**src/rtl/fetch_ctrl.sv**
```systemverilog
// fetch_ctrl
//   Instruction fetch controller. It issues one request at a time to
//   instruction memory, presents fetched words in a single output slot,
//   absorbs one extra word in a skid buffer when downstream stalls, and
//   redirects on branch_taken. A request that is still outstanding when
//   a branch arrives is allowed to finish, and its data is then discarded.
//
// Ports
//   clk             rising-edge clock
//   rst             synchronous, active-high reset
//   freeze          downstream stall; the output slot is not consumed
//   branch_taken    redirect fetch to branch_address and flush
//   branch_address  redirect target (the low two bits are ignored)
//   mem_ready       memory completes the outstanding request this cycle
//   mem_rdata       instruction word, valid when mem_ready=1
//   mem_req         a request to memory is outstanding
//   mem_addr        registered request address
//   pc_out          address of the slot instruction + 4
//   instruction_out instruction word in the slot
//   valid_out       the slot holds a valid instruction
module fetch_ctrl #(
    parameter int ADDRESS_LEN = 32
) (
    input  logic                   clk,
    input  logic                   rst,
    input  logic                   freeze,
    input  logic                   branch_taken,
    input  logic [ADDRESS_LEN-1:0] branch_address,
    input  logic                   mem_ready,
    input  logic [ADDRESS_LEN-1:0] mem_rdata,
    output logic                   mem_req,
    output logic [ADDRESS_LEN-1:0] mem_addr,
    output logic [ADDRESS_LEN-1:0] pc_out,
    output logic [ADDRESS_LEN-1:0] instruction_out,
    output logic                   valid_out
);

    // FETCH: request outstanding, its data is wanted
    // DROP : request outstanding, its data belongs to a flushed path
    // HOLD : slot and skid both full, no request issued
    localparam logic [1:0] ST_FETCH = 2'd0;
    localparam logic [1:0] ST_DROP  = 2'd1;
    localparam logic [1:0] ST_HOLD  = 2'd2;

    localparam logic [ADDRESS_LEN-1:0] PC_STEP = ADDRESS_LEN'(4);

    logic [1:0]             state_q,      state_d;
    logic [ADDRESS_LEN-1:0] fetch_pc_q,   fetch_pc_d;
    logic [ADDRESS_LEN-1:0] req_addr_q,   req_addr_d;
    logic                   valid_q,      valid_d;
    logic [ADDRESS_LEN-1:0] instr_q,      instr_d;
    logic [ADDRESS_LEN-1:0] pc_q,         pc_d;
    logic [ADDRESS_LEN-1:0] skid_instr_q, skid_instr_d;
    logic [ADDRESS_LEN-1:0] skid_pc_q,    skid_pc_d;

    logic                   slot_free;
    logic                   slot_consumed;
    logic [ADDRESS_LEN-1:0] fetch_pc_inc;
    logic [ADDRESS_LEN-1:0] req_addr_inc;
    logic [ADDRESS_LEN-1:0] branch_target;
    logic                   unused_branch_lsbs;

    assign slot_free     = !valid_q || !freeze;
    assign slot_consumed = valid_q && !freeze;
    assign fetch_pc_inc  = fetch_pc_q + PC_STEP;
    assign req_addr_inc  = req_addr_q + PC_STEP;
    assign branch_target = {branch_address[ADDRESS_LEN-1:2], 2'b00};
    assign unused_branch_lsbs = ^branch_address[1:0];

    always_comb begin
        state_d      = state_q;
        fetch_pc_d   = fetch_pc_q;
        req_addr_d   = req_addr_q;
        valid_d      = valid_q;
        instr_d      = instr_q;
        pc_d         = pc_q;
        skid_instr_d = skid_instr_q;
        skid_pc_d    = skid_pc_q;

        if (branch_taken) begin
            // Branch wins over freeze and over any returning data.
            valid_d      = 1'b0;
            skid_instr_d = '0;
            skid_pc_d    = '0;
            fetch_pc_d   = branch_target;
            if (state_q == ST_HOLD || mem_ready) begin
                state_d    = ST_FETCH;
                req_addr_d = branch_target;
            end else begin
                // Outstanding request must still complete on the old address.
                state_d = ST_DROP;
            end
        end else begin
            case (state_q)
                ST_FETCH: begin
                    if (mem_ready) begin
                        fetch_pc_d = fetch_pc_inc;
                        if (slot_free) begin
                            valid_d    = 1'b1;
                            instr_d    = mem_rdata;
                            pc_d       = req_addr_inc;
                            req_addr_d = fetch_pc_inc;
                        end else begin
                            // Slot stalled: park the word and stop requesting.
                            skid_instr_d = mem_rdata;
                            skid_pc_d    = req_addr_inc;
                            state_d      = ST_HOLD;
                        end
                    end else if (slot_consumed) begin
                        valid_d = 1'b0;
                    end
                end
                ST_DROP: begin
                    if (slot_consumed) begin
                        valid_d = 1'b0;
                    end
                    if (mem_ready) begin
                        req_addr_d = fetch_pc_q;
                        state_d    = ST_FETCH;
                    end
                end
                ST_HOLD: begin
                    if (!freeze) begin
                        valid_d    = 1'b1;
                        instr_d    = skid_instr_q;
                        pc_d       = skid_pc_q;
                        req_addr_d = fetch_pc_q;
                        state_d    = ST_FETCH;
                    end
                end
                default: begin
                    state_d = ST_FETCH;
                end
            endcase
        end
    end

    always_ff @(posedge clk) begin
        if (rst) begin
            state_q      <= ST_FETCH;
            fetch_pc_q   <= '0;
            req_addr_q   <= '0;
            valid_q      <= 1'b0;
            instr_q      <= '0;
            pc_q         <= '0;
            skid_instr_q <= '0;
            skid_pc_q    <= '0;
        end else begin
            state_q      <= state_d;
            fetch_pc_q   <= fetch_pc_d;
            req_addr_q   <= req_addr_d;
            valid_q      <= valid_d;
            instr_q      <= instr_d;
            pc_q         <= pc_d;
            skid_instr_q <= skid_instr_d;
            skid_pc_q    <= skid_pc_d;
        end
    end

    // Request is dropped combinationally during reset so memory never
    // sees a stale address while the registers are being cleared.
    assign mem_req         = !rst && (state_q != ST_HOLD);
    assign mem_addr        = req_addr_q;
    assign pc_out          = pc_q;
    assign instruction_out = instr_q;
    assign valid_out       = valid_q;

endmodule

```
**config.mk**
```make
export PLATFORM = sky130hd
export DESIGN_NAME = fetch_ctrl
export DESIGN_NICKNAME = d
export VERILOG_FILES = /design/src/rtl/fetch_ctrl.sv
export SDC_FILE = /design/constraint.sdc
export NUM_CORES = 1
export LEC_CHECK = 0
export CAP_MARGIN = 25
export CORE_MARGIN = 2
export CORE_UTILIZATION = 40
export CTS_BUF_LIST = sky130_fd_sc_hd__clkbuf_4 sky130_fd_sc_hd__clkbuf_8
export DETAILED_ROUTE_END_ITERATION = 16
export GPL_TIMING_DRIVEN = 0
export SETUP_SLACK_MARGIN = 0.1
export SYNTH_ARGS = -nofsm -noshare
export SYNTH_HDL_FRONTEND = slang
export SYNTH_SLANG_ARGS = --single-unit
```
**constraint.sdc**
```tcl
create_clock -name clk -period 2.8 [get_ports clk]
set_clock_uncertainty 0.1 [all_clocks]
set_input_delay 0.84 -clock clk [delete_from_list [all_inputs] [get_ports clk]]
set_output_delay 0.84 -clock clk [all_outputs]
set_load 0.02 [all_outputs]
```
# After elaboration in Yosys (flattened, before gate mapping)
# Index checks and enable logic that the tools add are counted.
totals:
  ff_bits: 195
  out_inout_bits: 98
  input_bits: 69
  word_cells: 77
op_classes:
  bitwise: 2
  addsub: 2
  reduce_logical: 21
  mux: 30
  eq_ne: 13
op_table:
  columns: ["operator", "count"]
  rows:
  - ["$mux 32", 15]
  - ["$pmux 32 s2", 2]
  - ["$pmux 32 s3", 1]
  - ["$add 32x3->32 const B", 2]
  - ["$ne 3x3->1 const B", 6]
  - ["$mux 2", 5]
  - ["$ne 2x2->1 const B", 4]
  - ["$pmux 2 s3", 1]
  - ["$reduce_and 3->1", 2]
  - ["$reduce_and 6->1", 1]
  - ["$reduce_bool 2->1", 3]
  - ["$mux 1", 5]
  - ["$reduce_and 5->1", 1]
  - ["$reduce_and 2->1", 2]
  - ["$reduce_and 4->1", 1]
  - ["$reduce_bool 4->1", 1]
  - ["$logic_not 1->1", 3]
  - ["$pmux 1 s3", 1]
  - ["$reduce_bool 3->1", 1]
  - ["$eq 2x1->1 const B", 1]
  - ["$eq 2x2->1 const B", 1]
  - ["$logic_and 1x1->1", 2]
  - ["$logic_not 2->1", 1]
  - ["$logic_or 1x1->1", 2]
  - ["3 further kinds", 4]

# Longest topological paths before layout
logic_depth:
  depth_word: 6
  mapped_depth: 10
  ltp_nobuf: 7

# Worst setup path after synthesis
# No wires, ideal clock.
synth_path:
  path_kind: "in2reg"
  from: "input port mem_ready"
  to: "register skid_pc_q[24]"
  n_path_buf: 2
  cell_stages: 6
  required_time_ps: 2614
  arrival_time_ps: 2288
  setup_slack_ps: 326
  setup_ps: 86
  path_cell_list: "buf_2 > nand2_1 > nor2_1 > clkdlybuf4s50_2 > nor2_1 > a211oi_1"
synth_between:
  elab_chain_cells: 1
synth_lines:
  columns: ["element", "line_no", "text"]
  rows:
  - ["start, declared", "29", "input logic mem_ready,"]
  - ["$reduce_and 3->1 (no source line)", null, null]
  - ["end signal, assigned", "156", "skid_pc_q <= skid_pc_d;"]
  - ["end, declared", "54", "logic [ADDRESS_LEN-1:0] skid_pc_q, skid_pc_d;"]
# No other way between the ends.
# A chain may end at the register's enable or synchronous reset.

# Final worst setup path
layout_path:
  from: "register req_addr_q[11], in the netlist mem_addr[11]"
  to: "output port mem_addr[11]"
layout_rtl:
  columns: ["element", "line_no", "text"]
  rows:
  - ["start, declared", "49", "logic [ADDRESS_LEN-1:0] req_addr_q, req_addr_d;"]
  - ["start signal, assigned", "151", "req_addr_q <= req_addr_d;"]
  - ["end, declared", "32", "output logic [ADDRESS_LEN-1:0] mem_addr,"]
# No word-level cell between the ends.

==> run metrics <==
htree depth 4; Post-synth EDFFs 0; Synth area leader dfxtp_1; Port Buffers 157; TritonCTS buffer count 17; WL met3 1880 um; Post-Syn Area per Cell 8.31 um2; PD cells 515 nW/um2; dpl hpwl 23400 um; die area 24100 um2; Clock Tree Buf Depth 2; met2 wire length 14300 um; Core Util, Final approximately half; Worst Hold Class reg -> reg; post-synthesis mux area share 4.15%; Critical Path Slowest Stage Cell clkdlybuf4s50_1; top cells by count, synth 187 x dfxtp_1, 142 x nand2_1, 97 x nor2_1; diode count 0; Final GP Congestion 0.914; die height 155 um; total power draw 5.97 mW; yosys warns 0; DRC 0; ys flop type dfxtp_1; CORE AREA ~23000 um2; Worst Path Arrival 1.69 ns; root buf cell clkbuf_8; Max Clk Rate 0.380 GHz; max incr delay on CP 0.68 ns; status completed; fin. max-slew vios 0; Max VDD drop 274 uV; clk_lat worst skew 0.47 ns; mean routed wirelength per cell 19.9 um; largest family of logic cells by synthesized area simple AND/OR/NAND/NOR gates; synth top area cells dfxtp_1 41%, nand2_1 5.8%, a211oi_1 5.2%, a21oi_1 4.8%, mux2i_1 4.2%; number of global-route vias before repair 8414; FP Rows 55; adder-cell share of the synthesized area less than 1%; Crit. End Element output pin; Rel. slew slack 45.6%; xor-xnor portion of the synthesized cell area 7.26%; # IOs 167; M1 wire length 14500 um; Least-Margin Pin Slew 0.813 ns; maximum number of pins on one net before global-route repair 19; antenna viol nets, final 0; CTS sink count 187; Top Layer Used met4; clk slew on worst S/H paths approximately 0.10 ns; sequential share of the synthesized area 40.8%; Multi-input gate area 4990 um2; CP Cell Sequence clkdlybuf4s50_1; Yosys reg bits around 190; CP delay by family, top buffers and inverters; first-pass GRT wire length 48300 um; Initial Utilization 40.6%; worst path bufs/invs 1; overall routing resource usage 25.7%; TritonCTS clock tree built; most numerous cell in the Yosys netlist dfxtp_1; Yosys cell types 62; largest fanout on the critical path 6; layout cells sized above 1 7.32%; final setup fails 0; P_leak 3.88 nW; Syn-to-layout area delta 26.5%; Fill cells about 2200; post-DR vias/cell between 5 and 6; Simple-Gate Fraction of Synth Area 21.7%; RSZ-0062 raised after global routing false; Req. time, crit path 1.86 ns; min cycle time layout 2.63 ns; Gate Count Post-Synth 1103; CP startpoint kind flop; Final Hold Vio Count 0; Total Wirelength 31400 um; Yosys top cell area share ~41%; Hold Buf Count CTS 0; Worst Path Class, Setup reg -> out; 1st-pass router iterations 5; drt first-iter violations ~700; flip-flop and latch area about 3700 um2; max cap viols 0; die width between 150 and 200 um; fin crit share 94.1%; initial antenna violation count 0; Compound-Gate Fraction of Synth Area 20.0%; vias post-DR 8909; FFs w/ async S/R, synth 0%; layout net count roughly 1400; grt ovf 0; Post-Syn Area 9170 um2
-- metrics by stage --
step	setup TNS, ns	hold WS [ns]	setup slack (ns)	cell area (um2)	cells
after floorplan	0	0.334	0.326	9180	1106
after global placement	-74.08	0.341	-0.794	11100	1548
after detailed placement	-76.69	0.347	-0.802	11100	1548
after CTS	0	0.362	0.100	11500	1580
after global routing	0	0.378	0.106	11600	1582
final	0	0.360	0.166	11600	1582
-- flip-flops by register name (all words and copies together) (netlist names) --
signal and flops:
skid_instr_q 32, state_q 2, skid_pc_q 30, fetch_pc_q 30, mem_addr 30, valid_out 1, pc_out 30, instruction_out 32
-- placed cells by master (no fill, tap or decap), types with 5 or more instances in the layout --
cell type | synthesis | layout
dfxtp_1 | 187 | 185
clkdlybuf4s50_1 | 0 | 155
nand2_1 | 142 | 141
nor2_1 | 97 | 94
a21oi_1 | 87 | 87
a211oi_1 | 63 | 63
clkbuf_1 | 66 | 54
xnor2_1 | 42 | 42
mux2i_1 | 38 | 38
nand3_1 | 36 | 36
xor2_1 | 34 | 34
o21ai_0 | 30 | 30
nand4_1 | 29 | 29
nor3_1 | 27 | 25
clkbuf_8 | 1 | 18
a22oi_1 | 17 | 17
o22ai_1 | 17 | 17
o221ai_1 | 17 | 17
o211ai_1 | 15 | 15
buf_2 | 14 | 15
and3_1 | 13 | 13
nand2b_1 | 13 | 13
inv_1 | 11 | 11
clkbuf_2 | 1 | 9
nor4_1 | 11 | 9
and4_1 | 8 | 8
buf_4 | 4 | 8
and2_1 | 7 | 7
clkbuf_4 | 0 | 5
buf_1 | 6 | 5
o21a_1 | 5 | 5
ha_1 | 5 | 5
-- repair_timing --
item,in CTS,in global routing
setup buffers,0,2
pin swaps,0,0
setup endpoints to repair,104,32
resized for setup,29,10
-- layer usage --
metal | GRT usage (%) | vias to the layer above
met5 | 0 | -
met4 | 7.78 | 0
met3 | 3.62 | 48
met2 | 40.5 | 334
met1 | 36.6 | 4198
li1 | - | 4329
-- area by class of cell --
type	instances	area share, %
Timing Repair Buffer	159	13.7
Inverter	13	0.421
Buffer	97	4.07
Clock buffer	19	2.15
Multi-Input combinational cell	809	43.0
Tap cell	285	3.08
Sequential cell	187	32.3
Clock inverter	13	1.31
-- worst paths after layout --
| check | startpoint | to | slack, ns | cells past startpoint |
|---|---|---|---|---|
| setup / recovery | mem_addr[11] | mem_addr[11] | 0.17 | 1 |
| hold / removal | skid_instr_q[29] | skid_instr_q[29] | 0.36 | 2 |
| hold reg to reg | skid_instr_q[29] | skid_instr_q[29] | 0.36 | 2 |
| setup reg to reg | state_q[0] | mem_addr[11] | 0.20 | 10 |
-- power by group --
group | switching [mW] | total [mW] | internal (mW)
logic | 0.676 | 1.17 | 0.492
clock network | 1.08 | 1.85 | 0.768
registers | 0.155 | 2.95 | 2.80
total | 1.91 | 5.97 | 4.06
-- cells by family after synthesis --
family | after synthesis
flip-flops | 187
other | 1
AND/OR/NAND/NOR | 407
buffers and inverters | 110
AO/OA/AOI/OAI | 279
multiplexers | 38
XOR/XNOR | 76
adder cells (fa/ha/maj) | 5
Note: power is estimated with default switching activity, not from simulation.
